### src/rtl/memory_read_if.sv
// Bus bundle between memory_read, its command RAM and the line drawer.
// With MEMORY_READ_BLANK_MOVE_EN defined the bundle also carries the blank flag.
interface memory_read_if #(
  parameter int unsigned OUT_WIDTH = 8,
  parameter int unsigned ADR_WIDTH = 16,
  parameter int unsigned DATAWIDTH = 18
);
  logic                 go;
  logic [DATAWIDTH-1:0] dataRAM;
  logic [ADR_WIDTH-1:0] adrRAM;
  logic [OUT_WIDTH-1:0] x0;
  logic [OUT_WIDTH-1:0] y0;
  logic [OUT_WIDTH-1:0] x1;
  logic [OUT_WIDTH-1:0] y1;
  logic                 start;
  logic                 done;
  logic                 halt;
  logic                 frame_done;
  logic                 overrun;
`ifdef MEMORY_READ_BLANK_MOVE_EN
  logic                 blank;
`endif

  modport master (
    input  go, dataRAM, done,
    output adrRAM, x0, y0, x1, y1, start, halt, frame_done, overrun
`ifdef MEMORY_READ_BLANK_MOVE_EN
    , output blank
`endif
  );

  modport slave (
    output go, dataRAM, done,
    input  adrRAM, x0, y0, x1, y1, start, halt, frame_done, overrun
`ifdef MEMORY_READ_BLANK_MOVE_EN
    , input blank
`endif
  );
endinterface

### src/rtl/memory_read.sv
// Walks a vector command list in RAM and feeds line segments to a line drawer.
// Optional MEMORY_READ_BLANK_MOVE_EN: moves are reported to the drawer with blank=1.
module memory_read #(
  parameter int unsigned OUT_WIDTH = 8,
  parameter int unsigned ADR_WIDTH = 16,
  parameter int unsigned DATAWIDTH = 18
) (
  input  logic           clk,
  input  logic           rst_n,
  memory_read_if.master  bus
);

  typedef enum logic [2:0] {
    IDLE, FETCH, DECODE, DRAW, WAIT_LINE, FRAME_END
  } state_t;

  state_t               state_q, state_d;
  logic [ADR_WIDTH-1:0] adr_q, adr_d;
  logic [OUT_WIDTH-1:0] x0_q, x0_d, y0_q, y0_d, x1_q, x1_d, y1_q, y1_d;
  logic [OUT_WIDTH-1:0] cur_x_q, cur_x_d, cur_y_q, cur_y_d;
  logic                 overrun_q, overrun_d;
`ifdef MEMORY_READ_BLANK_MOVE_EN
  logic                 blank_q, blank_d;
`endif

  logic [OUT_WIDTH-1:0] entry_x, entry_y;
  logic [1:0]           entry_kind;
  logic                 adr_last;

  assign entry_x    = bus.dataRAM[2+2*OUT_WIDTH-1 -: OUT_WIDTH];
  assign entry_y    = bus.dataRAM[2+OUT_WIDTH-1 -: OUT_WIDTH];
  assign entry_kind = bus.dataRAM[1:0];
  assign adr_last   = (adr_q == '1);

  always_comb begin
    state_d   = state_q;
    adr_d     = adr_q;
    x0_d      = x0_q;
    y0_d      = y0_q;
    x1_d      = x1_q;
    y1_d      = y1_q;
    cur_x_d   = cur_x_q;
    cur_y_d   = cur_y_q;
    overrun_d = overrun_q;
`ifdef MEMORY_READ_BLANK_MOVE_EN
    blank_d   = blank_q;
`endif
    unique case (state_q)
      IDLE: begin
        adr_d = '0;
        if (bus.go) state_d = FETCH;
      end
      FETCH: state_d = DECODE;
      DECODE: begin
        unique case (entry_kind)
          2'b01: begin
            cur_x_d = entry_x;
            cur_y_d = entry_y;
`ifdef MEMORY_READ_BLANK_MOVE_EN
            x0_d    = cur_x_q;
            y0_d    = cur_y_q;
            x1_d    = entry_x;
            y1_d    = entry_y;
            blank_d = 1'b1;
            state_d = DRAW;
`else
            // Advancing past the top address ends the frame rather than wrapping.
            if (adr_last) begin
              overrun_d = 1'b1;
              state_d   = FRAME_END;
            end else begin
              adr_d   = adr_q + ADR_WIDTH'(1);
              state_d = FETCH;
            end
`endif
          end
          2'b10: begin
            x0_d    = cur_x_q;
            y0_d    = cur_y_q;
            x1_d    = entry_x;
            y1_d    = entry_y;
            cur_x_d = entry_x;
            cur_y_d = entry_y;
`ifdef MEMORY_READ_BLANK_MOVE_EN
            blank_d = 1'b0;
`endif
            state_d = DRAW;
          end
          2'b00: begin
            x0_d    = entry_x;
            y0_d    = entry_y;
            x1_d    = entry_x;
            y1_d    = entry_y;
            cur_x_d = entry_x;
            cur_y_d = entry_y;
`ifdef MEMORY_READ_BLANK_MOVE_EN
            blank_d = 1'b0;
`endif
            state_d = DRAW;
          end
          2'b11: state_d = FRAME_END;
        endcase
      end
      DRAW: state_d = WAIT_LINE;
      WAIT_LINE: begin
        if (bus.done) begin
          if (adr_last) begin
            overrun_d = 1'b1;
            state_d   = FRAME_END;
          end else begin
            adr_d   = adr_q + ADR_WIDTH'(1);
            state_d = FETCH;
          end
        end
      end
      FRAME_END: begin
        adr_d   = '0;
        state_d = IDLE;
      end
      default: state_d = IDLE;
    endcase
  end

  always_ff @(posedge clk or negedge rst_n) begin
    if (!rst_n) begin
      state_q   <= IDLE;
      adr_q     <= '0;
      x0_q      <= '0;
      y0_q      <= '0;
      x1_q      <= '0;
      y1_q      <= '0;
      cur_x_q   <= '0;
      cur_y_q   <= '0;
      overrun_q <= 1'b0;
`ifdef MEMORY_READ_BLANK_MOVE_EN
      blank_q   <= 1'b0;
`endif
    end else begin
      state_q   <= state_d;
      adr_q     <= adr_d;
      x0_q      <= x0_d;
      y0_q      <= y0_d;
      x1_q      <= x1_d;
      y1_q      <= y1_d;
      cur_x_q   <= cur_x_d;
      cur_y_q   <= cur_y_d;
      overrun_q <= overrun_d;
`ifdef MEMORY_READ_BLANK_MOVE_EN
      blank_q   <= blank_d;
`endif
    end
  end

  // Pulses decode straight from the state register so reset removes them at once.
  assign bus.adrRAM     = adr_q;
  assign bus.x0         = x0_q;
  assign bus.y0         = y0_q;
  assign bus.x1         = x1_q;
  assign bus.y1         = y1_q;
  assign bus.start      = (state_q == DRAW);
  assign bus.frame_done = (state_q == FRAME_END);
  assign bus.halt       = (state_q == FETCH) || (state_q == DECODE) ||
                          (state_q == DRAW)  || (state_q == WAIT_LINE);
  assign bus.overrun    = overrun_q;
`ifdef MEMORY_READ_BLANK_MOVE_EN
  assign bus.blank      = blank_q;
`endif

endmodule

### src/flat_wrapper.sv
// flat-port wrapper written by rule: the top's interface ports become plain ports
module memory_read_flat 
#(
  parameter int unsigned OUT_WIDTH = 8,
  parameter int unsigned ADR_WIDTH = 16,
  parameter int unsigned DATAWIDTH = 18
)
  (clk, rst_n, bus_go, bus_dataRAM, bus_done, bus_adrRAM, bus_x0, bus_y0, bus_x1, bus_y1, bus_start, bus_halt, bus_frame_done, bus_overrun);
  memory_read_if #(.OUT_WIDTH(OUT_WIDTH), .ADR_WIDTH(ADR_WIDTH), .DATAWIDTH(DATAWIDTH)) bus_i ();
  input  logic clk;
  input  logic rst_n;
  input wire logic [$bits(bus_i.go)-1:0] bus_go;
  input wire logic [$bits(bus_i.dataRAM)-1:0] bus_dataRAM;
  input wire logic [$bits(bus_i.done)-1:0] bus_done;
  output wire logic [$bits(bus_i.adrRAM)-1:0] bus_adrRAM;
  output wire logic [$bits(bus_i.x0)-1:0] bus_x0;
  output wire logic [$bits(bus_i.y0)-1:0] bus_y0;
  output wire logic [$bits(bus_i.x1)-1:0] bus_x1;
  output wire logic [$bits(bus_i.y1)-1:0] bus_y1;
  output wire logic [$bits(bus_i.start)-1:0] bus_start;
  output wire logic [$bits(bus_i.halt)-1:0] bus_halt;
  output wire logic [$bits(bus_i.frame_done)-1:0] bus_frame_done;
  output wire logic [$bits(bus_i.overrun)-1:0] bus_overrun;
  assign bus_i.go = bus_go;
  assign bus_i.dataRAM = bus_dataRAM;
  assign bus_i.done = bus_done;
  assign bus_adrRAM = bus_i.adrRAM;
  assign bus_x0 = bus_i.x0;
  assign bus_y0 = bus_i.y0;
  assign bus_x1 = bus_i.x1;
  assign bus_y1 = bus_i.y1;
  assign bus_start = bus_i.start;
  assign bus_halt = bus_i.halt;
  assign bus_frame_done = bus_i.frame_done;
  assign bus_overrun = bus_i.overrun;
  memory_read #(.OUT_WIDTH(OUT_WIDTH), .ADR_WIDTH(ADR_WIDTH), .DATAWIDTH(DATAWIDTH)) u_core (.clk(clk), .rst_n(rst_n), .bus(bus_i));
endmodule
### config.mk
export PLATFORM = sky130hd
export DESIGN_NAME = memory_read_flat
export DESIGN_NICKNAME = d
export VERILOG_FILES = /design/src/rtl/memory_read_if.sv /design/src/rtl/memory_read.sv /design/src/flat_wrapper.sv
export SDC_FILE = /design/constraint.sdc
export NUM_CORES = 1
export LEC_CHECK = 0
export ABC_AREA = 1
export CAP_MARGIN = 25
export CORE_ASPECT_RATIO = 0.75
export CORE_UTILIZATION = 51
export DETAILED_ROUTE_END_ITERATION = 8
export GPL_TIMING_DRIVEN = 0
export HOLD_SLACK_MARGIN = 0.12
export PLACE_DENSITY = 0.8
export SLEW_MARGIN = 40
export SYNTH_ARGS = -nofsm -noshare
export SYNTH_HDL_FRONTEND = slang
export SYNTH_SLANG_ARGS = --single-unit
export TNS_END_PERCENT = 10
### constraint.sdc
create_clock -name clk -period 2 [get_ports clk]
set_input_delay 0.4 -clock clk [delete_from_list [all_inputs] [get_ports clk]]
set_output_delay 0.4 -clock clk [all_outputs]
set_load 0.005 [all_outputs]
==> results of run 1 <==
[layer usage]
metal  share of wire [%]  vias to the layer above
met2                  45                       94
met5                   0                        -
met3                 5.0                       13
met1                  48                     1492
li1                    -                     1506
met4                 1.6                        0
[sequential cells by signal, indices dropped and copies added (netlist names)]
name / count
u_core.cur_x_q: 8
u_core.bus.adrRAM: 16
u_core.bus.y0: 8
u_core.cur_y_q: 8
u_core.bus.overrun: 1
u_core.bus.x0: 8
u_core.bus.x1: 8
u_core.state_q: 3
u_core.bus.y1: 8
[worst max path at each step]
stage                                        to                 start
after CTS                             bus_start     u_core.state_q[0]
after global placement        u_core.cur_x_q[3]                 rst_n
after floorplan           u_core.bus.adrRAM[10]  u_core.bus.adrRAM[0]
final                                  bus_halt     u_core.state_q[1]
after global routing                   bus_halt     u_core.state_q[1]
after detailed placement       u_core.bus.y0[0]        bus_dataRAM[1]
[stage by stage]
| stage | hold WS [ns] | total power [µW] |
|---|---|---|
| after floorplan | 0.104 | 3680 |
| after global placement | 0.448 | 4790 |
| after detailed placement | 0.247 | 4870 |
| after CTS | 0.447 | 6210 |
| after global routing | 0.455 | 6640 |
| final | 0.447 | 6250 |
[power by group through the flow]
stage | combinational [µW] | clock, µW | sequential [µW]
final | 2730 | 1280 | 2250
after global routing | 2990 | 1350 | 2300
after CTS | 2690 | 1290 | 2230
after detailed placement | 2640 | 0 | 2230
after global placement | 2570 | 0 | 2210
after floorplan | 1480 | 0 | 2200
[cells by family (layout without fill, tap and decap cells)]
group / after synthesis / after routing / share of synthesized area (%)
AOI/OAI and AO/OA: 85 / 85 / 14.0
xor gates and xnor gates: 5 / 5 / 1.30
adders and majority gates: 1 / 1 / 0.370
buffers and inverters: 59 / 152 / 7.85
DFF: 68 / 68 / 50.4
and+or+nand+nor: 197 / 197 / 26.0
[Yosys cell counts, types with 2 or more instances]
| cell type | n | area (µm²) |
|---|---|---|
| nand4_1 | 6 | 37.5 |
| nand2_4 | 2 | 22.5 |
| nand2_2 | 11 | 68.8 |
| nor2_4 | 2 | 22.5 |
| dfrtp_1 | 68 | 1700 |
| clkbuf_1 | 5 | 18.8 |
| inv_1 | 37 | 139 |
| nor3_1 | 2 | 10.0 |
| o21ai_1 | 24 | 120 |
| o21ai_2 | 10 | 87.6 |
| nand3b_1 | 2 | 15.0 |
| xor2_1 | 4 | 35.0 |
| nand3_1 | 16 | 80.1 |
| nor2_2 | 2 | 12.5 |
| o21ai_0 | 49 | 245 |
| nor2_1 | 25 | 93.8 |
| buf_2 | 9 | 45.0 |
| nand2_1 | 127 | 477 |
| inv_2 | 6 | 22.5 |
| buf_12 | 2 | 40.0 |
[timing repair]
action                     in CTS  in global routing
hold endpoints to repair       16                  0
pin swaps                       1                  2
setup buffers                   1                  2
cloned                          0                  0
setup endpoints to repair       3                  3
resized for setup               7                  8
hold buffers                    1                  0
[cell type report]
| class | instances | share of cell area (%) |
|---|---|---|
| Clock inverter | 5 | 1.88 |
| Clock buffer | 10 | 3.04 |
| Timing Repair Buffer | 78 | 17.6 |
| Buffer | 16 | 2.29 |
| Sequential cell | 68 | 37.7 |
| Inverter | 43 | 3.67 |
| Tap cell | 81 | 2.24 |
| Multi-Input combinational cell | 288 | 31.6 |
[cells in the final DEF (no fill, tap or decap), types with 5 or more instances in the layout]
cell type and n:
buf_2 9, o21ai_0 48, o21ai_2 10, nand4_1 6, inv_2 5, clkbuf_8 10, inv_1 37, nand3_1 16
clkdlybuf4s50_1 70, o21ai_1 25, nand2_2 14, dfrtp_1 65, nand2_1 124, clkbuf_1 5, nor2_1 23
==> key figures, run 1 <==
Worst setup path
  • Worst r2r path cells: 7
  • Crit path launch type: flip-flop
  • Levels on crit path: 4
  • CP arrival: 1.56 ns
  • Slowest stage delay, CP: 0.49 ns
  • Critical R2R Launch: u_core.state_q[0]
  • Worst Path Buf+Inv: 1
  • R2R setup slack: 0.15 ns
  • Slowest CP cell: clkdlybuf4s50_1
  • Worst path top cell family by delay: buffers and inverters
  • Highest net fanout along the worst path: 5
  • Crit path cell chain: nor2_4 -> nand2_2 -> nand2_1 -> clkdlybuf4s50_1
  • Crit. End Element: primary output
  • Setup CP Type: reg -> out
  • Reg2reg end: u_core.bus.adrRAM[12]
  • WP data required: 1.60 ns

Routing
  • Vias: 3105
  • Via-to-Cell Ratio: about 5.3
  • Detailed Routing Iterations Pass 1: 5
  • Final WL: approximately 8500 µm
  • Detail Route Antenna Nets: 0
  • Initial drt markers: 239
  • WL per Instance: 14.3 µm
  • Drt drc: 0

Synthesis
  • Syn. warnings: 0
  • Flops & latches, synth: about 70
  • EDFF count, synth: 0
  • Syn_nets: 438
  • Mapped Cells: 415
  • Synth async-reset ratio: 100%
  • Avg Cell Area, Syn: around 8.1 µm²
  • Post-synth top flop: dfrtp_1
  • Mapped Area: between 3000 and 4000 µm²
  • Library cells used by synthesis: 26
  • Seq/Total Area, Yosys: 50.4%

STA
  • Final Hold Viols: 0
  • Endpoints failing setup: 0
  • Slew @ Worst Pin: roughly 0.54 ns
  • Max-slew headroom: 64.1%
  • Fin crit share: 98.2%
  • Post-layout min period: 1.96 ns
  • Slew Viols, Final: 0
  • Setup TNS: 0 ns
  • Achievable Freq: between 0.5 and 0.6 GHz
  • Final worst slack: 0.0354 ns
  • Worst Clk Skew: 0.00911 ns
  • RSZ-0062 raised after global routing: yes

Global routing
  • First-pass GRT wire length: approximately 13000 µm
  • Met1 Usage GRT: 36.8%
  • Vias in the first global route: 2803
  • Antenna violations before repair: 0
  • Met2 Use GR: 40.2%
  • GR Layer Usage met3: under 10%
  • GR peak layer: met2
  • GRT Util Overall: 26.1%
  • Total global routing overflow: 0
  • Largest net degree at the start of global routing: 53

CTS
  • H-Tree Depth: 3
  • Root buf cell: clkbuf_8
  • Clk sink count: 68
  • CTS max path bufs: 2
  • CTS tree: done
  • Total CTS buffers: 9
  • Clock Pin Slew Worst Setup and Hold Paths: 0.08 ns
  • Clock latency on the worst-skew pair: 0.34 ns

Finish
  • Reg area: 1710 µm²
  • Layout Cells excl Fill: 589
  • Share of cells above drive strength 1: ~15%
  • Synth-to-Final Area Change: 34.1%
  • Number of nets in the layout: 527
  • Post-layout util: a little under three quarters
  • # fillers: 476
  • N_diodes: 0
  • Multi-input gate area: 1430 µm²
  • Post-route cell area: roughly 4500 µm²

Power
  • Switching Share: 37.0%
  • Sequential power share: 36.0%
  • Comb pwr share: 43.6%
  • VDD IR-drop max: 0.677 mV
  • Switching power: around 2300 µW
  • Clock power share: 20.4%
  • LEAKAGE: about 0.0021 µW
  • Pwr per Cell Area: 1380 nW/µm²
  • Pint: 3930 µW

Min path
  • Worst Hold Class: in -> async

Floorplan
  • Core area: 6350 µm²
  • Full die area: 6950 µm²
  • Die X: 96.0 µm
  • Row cnt: 25
  • Ports: 74
  • Die Y: 72.5 µm
  • Initial Utilization: between 50% and 60%

Placement
  • Hpwl dp: 6050 µm
  • Pre-CTS WS: -0.120 ns
  • Routability cong.: 0.884
  • DP Cell Count: 570
  • Port Buffers: 73
  • DP Area: 4240 µm²

Flow run
  • Max cap viols: 0

Run status
  • Status: completed
Note: power is estimated with default switching activity, not from simulation.
==> inputs of run 2 (changes only) <==
Settings changed: PLACE_DENSITY 0.8 to 0.82.
==> run 2 against run 1 <==
Compared with the run above:
- final cell count is the same
- clock power shrank 10%
- die area is the same
- sequential power is essentially flat
- setup slack lost 0.035 ns
- clock skew shrank 0.0019 ns
- critical endpoint unchanged
==> key figures, run 2 (synthesized netlist as in run 1, its figures left out) <==
Global routing
  • Vias in the first global route: 2781 (-0.78%)
  • Total global routing overflow: 0 (unchanged)
  • Largest net degree at the start of global routing: 42 (-21%)
  • Antenna violations before repair: 0 (unchanged)
  • GRT Util Overall: 26.1% (about the same)
  • First-pass GRT wire length: 13600 µm (+0.72%)

CTS
  • Clock latency on the worst-skew pair: 0.34 ns (about the same)
  • CTS max path bufs: 2 (unchanged)
  • Clk sink count: 68 (unchanged)
  • Clock Pin Slew Worst Setup and Hold Paths: 0.07 ns (about the same)
  • Root buf cell: clkbuf_8
  • Total CTS buffers: 9 (unchanged)
  • CTS tree: done
  • H-Tree Depth: 3 (unchanged)

Placement
  • DP Area: 4230 µm² (-0.18%)
  • Port Buffers: 73 (unchanged)
  • Pre-CTS WS: -0.0767 ns (+0.0434 ns)
  • Routability cong.: 0.905 (+2.4%)
  • DP Cell Count: 570 (unchanged)
  • Hpwl dp: 5960 µm (-1.5%)

Routing
  • WL per Instance: 14.2 µm (-1.3%)
  • Via-to-Cell Ratio: 5.24 (-0.52%)
  • Detail Route Antenna Nets: 0 (unchanged)
  • Initial drt markers: 217 (-9.2%)
  • WL met2: 3810 µm (-0.65%)
  • Metal3 WL: 588 µm (+39%)
  • Drt drc: 0 (unchanged)
  • Vias: 3089 (-0.52%)
  • Met1 WL: 3840 µm (-5.3%)
  • Final WL: 8340 µm (-1.3%)
  • DR top layer: met4
  • Detailed Routing Iterations Pass 1: 5 (unchanged)

Finish
  • # fillers: 500 (+5.0%)
  • Multi-input gate area: 1430 µm² (-0.35%)
  • Reg area: 1710 µm² (unchanged)
  • Max reg flops: 16 (unchanged)
  • Layout Cells excl Fill: 589 (unchanged)
  • Share of cells above drive strength 1: 14.4% (-0.39 points)
  • Most common cell after layout, fill and taps aside: nand2_1
  • N_diodes: 0 (unchanged)
  • Number of nets in the layout: 526 (-0.19%)
  • Synth-to-Final Area Change: 32.9%
  • Post-layout util: 70.7% (-0.65 points)
  • Most frequent cells in the layout: 126 x nand2_1, 70 x clkdlybuf4s50_1, 65 x dfrtp_1, 49 x o21ai_0, 37 x inv_1
  • Post-route cell area: 4490 µm² (-0.91%)

Worst setup path
  • Crit path launch type: flip-flop
  • Slowest CP cell: clkdlybuf4s50_1
  • WP data required: 1.60 ns (about the same)
  • CP arrival: 1.60 ns (+0.04 ns)
  • R2R setup slack: 0.22 ns (+0.07 ns)
  • Worst r2r path cells: 10 (+3)
  • Critical R2R Launch: u_core.bus.adrRAM[0]
  • Reg2reg end: u_core.bus.adrRAM[12]
  • Crit path cell chain: clkinv_4 -> o21ai_0 -> nand2_1 -> clkdlybuf4s50_1
  • Highest net fanout along the worst path: 7 (+2)
  • Crit. End Element: primary output
  • Crit path launch: u_core.state_q[2]
  • Slowest stage delay, CP: 0.49 ns (about the same)
  • Setup CP Type: reg -> out

Floorplan
  • Row cnt: 25 (unchanged)
  • Die Y: 72.5 µm (unchanged)
  • Core area: 6350 µm² (unchanged)
  • Ports: 74 (unchanged)
  • Full die area: 6950 µm² (unchanged)
  • Initial Utilization: 53.2% (unchanged)
  • Die X: 96.0 µm (unchanged)

STA
  • Final Hold Viols: 0 (unchanged)
  • Setup TNS: 0 ns (unchanged)
  • Max-slew headroom: 66.6% (+2.5 points)
  • Worst Clk Skew: 0.00717 ns (-0.00194 ns)
  • Post-layout min period: 2.00 ns (+0.0348 ns)
  • Slew Viols, Final: 0 (unchanged)
  • Achievable Freq: 0.500 GHz (-1.7%)
  • Slew @ Worst Pin: 0.501 ns (-0.0374 ns)
  • Fin crit share: 100% (+1.7 points)
  • Endpoints failing setup: 0 (unchanged)
  • Final worst slack: 0.000522 ns (-0.0348 ns)
  • RSZ-0062 raised after global routing: yes

Power
  • Pwr per Cell Area: 1360 nW/µm² (-1.6%)
  • LEAKAGE: 0.00210 µW (-0.96%)
  • VDD IR-drop max: 0.739 mV (+9.2%)

Flow run
  • Max cap viols: 0 (unchanged)

Min path
  • Hold Startpoint: u_core.bus.overrun
  • Hold Crit Depth: 2
  • Worst Hold End: u_core.bus.overrun
  • Worst Hold Class: reg -> reg

Run status
  • Status: completed
run 2: through the flow:
stage | hold WS (ns) | power [µW]
after floorplan | 0.104 | 3680
after global placement | 0.448 | 4770
after detailed placement | 0.285 | 4870
after CTS | 0.467 | 6110
after global routing | 0.496 | 6520
final | 0.462 | 6090
run 2: layout make-up:
class | instances | area share [%]
Sequential cell | 68 | 38.0
Multi-Input combinational cell | 288 | 31.8
Timing Repair Buffer | 77 | 17.4
Inverter | 43 | 3.71
Clock buffer | 10 | 3.07
Buffer | 16 | 2.31
Tap cell | 81 | 2.26
Clock inverter | 6 | 1.42
run 2: per-layer routing:
metal	vias up	track usage (%)
met5	-	0
met1	1457	37.4
met2	125	39.7
met3	12	5.97
li1	1495	-
met4	0	7.30
run 2: repair_timing:
item,4_1_cts,5_1_grt
endpoints found under the hold margin,27,0
setup buffers,2,0
hold buffers,1,0
resized for setup,8,4
setup endpoints to repair,3,3
pin swaps,1,0
run 2: worst max-delay path: cells and delay by family (launching register included):
kind	cells	cell delay, ns
flops	1	0.47
buf+inv	2	0.60
compound gates	1	0.11
simple gates	1	0.08
run 2: how the worst max path moves through the flow:
stage | end | slack, ns | depth (start not counted)
global route | bus_halt | -0.08 | 4
detailed placement | u_core.bus.x0[1] | -0.08 | 6
finish | bus_halt | 0.0005 | 4
CTS | bus_frame_done | -0.02 | 4
global placement | u_core.bus.x1[3] | -1.80 | 1
floorplan | u_core.bus.adrRAM[10] | 0.43 | 10
run 2: power breakdown:
part / total, µW / switching (µW) / internal (µW)
Sequential: 2240 / 354 / 1890
Clock: 1150 / 539 / 607
Combinational: 2700 / 1410 / 1300
